[src/rtl/sa_clkgate_ctrl_if.sv]
// Control/status bundle between a gated domain's producer and its clock-gate controller.
// Pure wiring, no latency; no backpressure, all signals are level-sampled every cycle.
// master drives activity/clear and observes the enable; slave is the controller.
interface sa_clkgate_ctrl_if #(
    parameter int CNT_W = 16
);
    logic             busy_i;
    logic             req_i;
    logic             force_on_i;
    logic             clr_cnt_i;
    logic             clk_en_o;
    logic             ready_o;
    logic [1:0]       state_o;
    logic [CNT_W-1:0] wake_cnt_o;

    modport master (
        output busy_i, req_i, force_on_i, clr_cnt_i,
        input  clk_en_o, ready_o, state_o, wake_cnt_o
    );

    modport slave (
        input  busy_i, req_i, force_on_i, clr_cnt_i,
        output clk_en_o, ready_o, state_o, wake_cnt_o
    );
endinterface

[src/rtl/sa_clkgate_ctrl.sv]
// Idle-hysteresis clock-gate controller: warm-up before ready, cool-down before gating off.
// Enable rises on the edge sampling activity; ready follows WAKE_CYCLES edges later.
// No backpressure: activity is sampled every edge, and activity during warm-up is ignored.
module sa_clkgate_ctrl #(
    parameter int IDLE_CYCLES = 16,
    parameter int WAKE_CYCLES = 2,
    parameter int CNT_W       = 16
) (
    input  logic                clk,
    input  logic                rst,
    sa_clkgate_ctrl_if.slave    bus
);
    localparam int MAX_LOAD = (IDLE_CYCLES > WAKE_CYCLES) ? IDLE_CYCLES : WAKE_CYCLES;
    localparam int TW       = $clog2(MAX_LOAD + 1);
    localparam logic [TW-1:0] WAKE_LOAD = TW'(WAKE_CYCLES - 1);
    localparam logic [TW-1:0] IDLE_LOAD = TW'(IDLE_CYCLES - 1);

    typedef enum logic [1:0] {
        ST_OFF  = 2'd0,
        ST_WAKE = 2'd1,
        ST_ON   = 2'd2,
        ST_COOL = 2'd3
    } state_t;

    state_t           state_q, state_d;
    logic [TW-1:0]    cnt_q, cnt_d;
    logic             clk_en_q, clk_en_d;
    logic             ready_q, ready_d;
    logic [CNT_W-1:0] wake_cnt_q, wake_cnt_d;
    logic             act;
    logic             wake_evt;

    always_comb begin
        act        = bus.busy_i | bus.req_i | bus.force_on_i;
        state_d    = state_q;
        cnt_d      = cnt_q;
        wake_evt   = 1'b0;

        case (state_q)
            ST_OFF: begin
                if (act) begin
                    state_d  = ST_WAKE;
                    cnt_d    = WAKE_LOAD;
                    wake_evt = 1'b1;
                end
            end
            ST_WAKE: begin
                if (cnt_q != '0) begin
                    cnt_d = cnt_q - TW'(1);
                end else begin
                    state_d = ST_ON;
                end
            end
            ST_ON: begin
                if (!act) begin
                    state_d = ST_COOL;
                    cnt_d   = IDLE_LOAD;
                end
            end
            // Renewed activity beats the counter and skips the warm-up.
            ST_COOL: begin
                if (act) begin
                    state_d = ST_ON;
                end else if (cnt_q != '0) begin
                    cnt_d = cnt_q - TW'(1);
                end else begin
                    state_d = ST_OFF;
                end
            end
            default: begin
                state_d = ST_OFF;
                cnt_d   = '0;
            end
        endcase

        // Registered from next-state so the AND-cell enable never glitches.
        clk_en_d = (state_d != ST_OFF);
        ready_d  = (state_d == ST_ON) || (state_d == ST_COOL);

        wake_cnt_d = wake_cnt_q;
        if (bus.clr_cnt_i) begin
            wake_cnt_d = '0;
        end else if (wake_evt && (wake_cnt_q != '1)) begin
            wake_cnt_d = wake_cnt_q + CNT_W'(1);
        end
    end

    always_ff @(posedge clk) begin
        if (rst) begin
            state_q    <= ST_OFF;
            cnt_q      <= '0;
            clk_en_q   <= 1'b0;
            ready_q    <= 1'b0;
            wake_cnt_q <= '0;
        end else begin
            state_q    <= state_d;
            cnt_q      <= cnt_d;
            clk_en_q   <= clk_en_d;
            ready_q    <= ready_d;
            wake_cnt_q <= wake_cnt_d;
        end
    end

    assign bus.clk_en_o   = clk_en_q;
    assign bus.ready_o    = ready_q;
    assign bus.state_o    = state_q;
    assign bus.wake_cnt_o = wake_cnt_q;
endmodule

[src/flat_wrapper.sv]
// flat-port wrapper written by rule: the top's interface ports become plain ports
module sa_clkgate_ctrl_flat 
#(
    parameter int IDLE_CYCLES = 16,
    parameter int WAKE_CYCLES = 2,
    parameter int CNT_W       = 16
)
  (clk, rst, bus_busy_i, bus_req_i, bus_force_on_i, bus_clr_cnt_i, bus_clk_en_o, bus_ready_o, bus_state_o, bus_wake_cnt_o);
  sa_clkgate_ctrl_if #(.CNT_W(CNT_W)) bus_i ();
  input  logic clk;
  input  logic rst;
  input wire logic [$bits(bus_i.busy_i)-1:0] bus_busy_i;
  input wire logic [$bits(bus_i.req_i)-1:0] bus_req_i;
  input wire logic [$bits(bus_i.force_on_i)-1:0] bus_force_on_i;
  input wire logic [$bits(bus_i.clr_cnt_i)-1:0] bus_clr_cnt_i;
  output wire logic [$bits(bus_i.clk_en_o)-1:0] bus_clk_en_o;
  output wire logic [$bits(bus_i.ready_o)-1:0] bus_ready_o;
  output wire logic [$bits(bus_i.state_o)-1:0] bus_state_o;
  output wire logic [$bits(bus_i.wake_cnt_o)-1:0] bus_wake_cnt_o;
  assign bus_i.busy_i = bus_busy_i;
  assign bus_i.req_i = bus_req_i;
  assign bus_i.force_on_i = bus_force_on_i;
  assign bus_i.clr_cnt_i = bus_clr_cnt_i;
  assign bus_clk_en_o = bus_i.clk_en_o;
  assign bus_ready_o = bus_i.ready_o;
  assign bus_state_o = bus_i.state_o;
  assign bus_wake_cnt_o = bus_i.wake_cnt_o;
  sa_clkgate_ctrl #(.IDLE_CYCLES(IDLE_CYCLES), .WAKE_CYCLES(WAKE_CYCLES), .CNT_W(CNT_W)) u_core (.clk(clk), .rst(rst), .bus(bus_i));
endmodule
[config.mk]
export PLATFORM = sky130hd
export DESIGN_NAME = sa_clkgate_ctrl_flat
export DESIGN_NICKNAME = d
export VERILOG_FILES = /design/src/rtl/sa_clkgate_ctrl_if.sv /design/src/rtl/sa_clkgate_ctrl.sv /design/src/flat_wrapper.sv
export SDC_FILE = /design/constraint.sdc
export NUM_CORES = 1
export LEC_CHECK = 0
export BUFFER_PORTS_ARGS = -buffer_cell sky130_fd_sc_hd__buf_2
export CORE_MARGIN = 2
export CORE_UTILIZATION = 40
export DETAILED_ROUTE_END_ITERATION = 6
export SLEW_MARGIN = 20
export SYNTH_ARGS = -nofsm -noshare
export SYNTH_HDL_FRONTEND = slang
export SYNTH_SLANG_ARGS = --single-unit
[constraint.sdc]
create_clock -name clk -period 2.3 [get_ports clk]
set_input_delay 0.345 -clock clk [delete_from_list [all_inputs] [get_ports clk]]
set_output_delay 0.345 -clock clk [all_outputs]
set_load 0.02 [all_outputs]
==> results.json <==
{
  "dpl_cell_area_um2": 1530,
  "cts-resized-gates": 0,
  "drtIter0Drc": 56,
  "gp_congestion": 0.827,
  "globalRouteOverflowTotal": 0,
  "grt_pass1_wl_um": 5640,
  "cp_max_fo": 7,
  "cp.arrival_ns": 2.29,
  "dp_hpwl_um": 2480,
  "design_area_um2": 1560,
  "path_clk_slew_ns": 0.16,
  "rows": 21,
  "drive_gt1_share_pct": 20.2,
  "crit_start": "u_core.bus.wake_cnt_o[0]",
  "fmax_ghz": 0.497,
  "cp_data_required_time_ns": 2.58,
  "fp.dieW_um": 62.2,
  "outcome": "finished, final reports clean",
  "crit_path_start_kind": "flip-flop",
  "clock-root-buffer": "clkbuf_4",
  "yosysSeqAreaShare_pct": 36.9,
  "hold_viol": 0,
  "cts_max_level": 1,
  "grt_max_degree": 15,
  "synthCells": 161,
  "min_from": "bus_clr_cnt_i",
  "post-route-drc-count": 0,
  "grt_usage_pct": 17.4,
  "r2r-start": "u_core.bus.wake_cnt_o[0]",
  "syn_nets": 170,
  "slew-limit-headroom_pct": 55.0,
  "ys_warn_count": 0,
  "period_share_pct": 87.5,
  "routedWlPerCell_um": 14.1,
  "worst_slew_pin_slew_ns": 0.669,
  "grt_pass1_vias": 1286,
  "syn_area_per_cell_um2": 8.42,
  "vias": 1357,
  "mostFrequentLayoutCells": "25 x buf_2, 25 x dfxtp_1, 14 x a21oi_1",
  "postCtsSetupRepairBufs": 0,
  "diodes": 0,
  "chipHeight_um": 62.2,
  "min_path_type": "in -> reg",
  "clkSinkCount": 25,
  "synth_cell_type_count": 37,
  "portBuffers": 25,
  "period_needed_ns": 2.01,
  "cts_tree": "done",
  "die_area_um2": 3870,
  "tns_ns": 0,
  "cellLeakagePower_uw": 0.000602,
  "clockBufferDepth": 2,
  "io_pins": 26,
  "ctsHoldBuffers": 0,
  "nets": 198,
  "start_util_pct": 41.3,
  "first_pass_iters": 4,
  "numCtsBuffers": 3,
  "routed_wl_um": 3290,
  "worstSkewPairLatency_ns": 0.33,
  "area_growth_syn_to_layout_pct": 14.9,
  "synth_area_um2": 1360,
  "setup_violations": 0,
  "cp-end-kind": "flip-flop",
  "rsz0062_at_grt": "no",
  "slew_viol_final": 0,
  "core_area_um2": 3280,
  "antenna_found_initial": 0,
  "fin_skew_ns": 0.0158,
  "critical_path_class": "reg -> reg",
  "ir_drop_v": 0.000233,
  "via_per_inst": 5.80,
  "antenna_left": 0,
  "synth_seq_cells": 25,
  "p_per_area_nw_per_um2": 867,
  "drv_cap": 0
}
## worst max-delay path: stages (launching register included)
cell	delay, ns
dfxtp_1	0.46
ha_1	0.27
nand2_1	0.11
or4_4	0.45
nor4b_1	0.45
mux2i_1	0.22
## sequential cells by signal (all words and copies together), names as in the netlist
| signal | cells |
|---|---|
| u_core.bus.ready_o | 1 |
| u_core.bus.state_o | 2 |
| u_core.cnt_q | 5 |
| u_core.bus.wake_cnt_o | 16 |
| u_core.bus.clk_en_o | 1 |
## layout make-up
type,instances,area (um^2)
fill,351,1730
multi-input combinational,126,806
sequential,25,500
timing repair buffer,28,148
tap,46,57.6
clock buffer,3,22.5
inverter,5,18.8
clock inverter,1,5.00
## power by group
| group | total [uW] | internal (uW) | switching [uW] |
|---|---|---|---|
| Combinational | 544 | 221 | 322 |
| Clock | 208 | 65.2 | 143 |
| Sequential | 598 | 509 | 89.0 |
## path summary, 6_finish.rpt
path	slack, ns	endpoint	depth (start not counted)
worst max register to register	0.29	u_core.bus.wake_cnt_o[12]	5
worst max-delay path	0.29	u_core.bus.wake_cnt_o[12]	5
worst min-delay path	0.29	u_core.bus.wake_cnt_o[13]	3
worst min register to register	0.50	u_core.cnt_q[4]	2
## cells in the mapped netlist, drive strengths merged
cell type,n,share of area (%)
and3,3,1.4
nand3,8,3.0
a31oi,4,1.8
o31ai,7,3.9
o21a,2,1.1
buf,1,0.83
nand4,4,1.8
mux2i,3,2.2
a2111oi,1,0.65
a41o,3,2.2
or3,5,2.3
a21boi,2,1.1
and4,4,2.7
clkbuf,3,0.83
nor4,6,2.8
a32oi,1,0.65
a21oi,14,5.2
and2,3,1.4
or4,10,5.8
dfxtp,25,37
dlygate4sd1,1,0.65
nor4b,2,1.3
nor3,4,1.5
o21ai,7,2.6
nor2,10,2.8
nand2b,1,0.46
nand3b,1,0.55
inv,5,1.4
o41ai,2,1.3
nand2,10,2.8
o31a,2,1.3
a31o,1,0.65
or2,3,1.6
ha,3,2.8
## layer usage
metal,vias to the layer above,global-route usage (%),share of wire (%)
li1,688,-,-
met1,640,23.7,51
met2,25,28.9,44
met3,4,2.72,3.8
met4,0,4.17,0.91
met5,-,0,0
## cell families (layout without fill, tap and decap cells)
family                   count (synthesis)  in the layout  synth area share, %
AND/OR/NAND/NOR                         74             74                 32.0
AO/OA/AOI/OAI                           46             46                 22.4
flip-flops                              25             25                 36.9
buffers and inverters                   10             37                 3.69
adder cells (fa/ha/maj)                  3              3                 2.77
multiplexers                             3              3                 2.21
## metrics by stage
step | std cells | hold slack [ns] | setup WS [ns] | power (uW) | util (%)
6_report | 234 | 0.290 | 0.288 | 1350 | 47.4
5_1_grt | 234 | 0.308 | 0.0979 | 1460 | 47.4
4_1_cts | 234 | 0.296 | 0.283 | 1360 | 47.4
3_3_place_gp | 230 | 0.475 | 0.404 | 1140 | 46.6
3_5_place_dp | 230 | 0.485 | 0.329 | 1150 | 46.6
2_1_floorplan | 161 | 0.455 | 0.312 | 1010 | -
No activity file was read; power rests on OpenSTA's default activity.
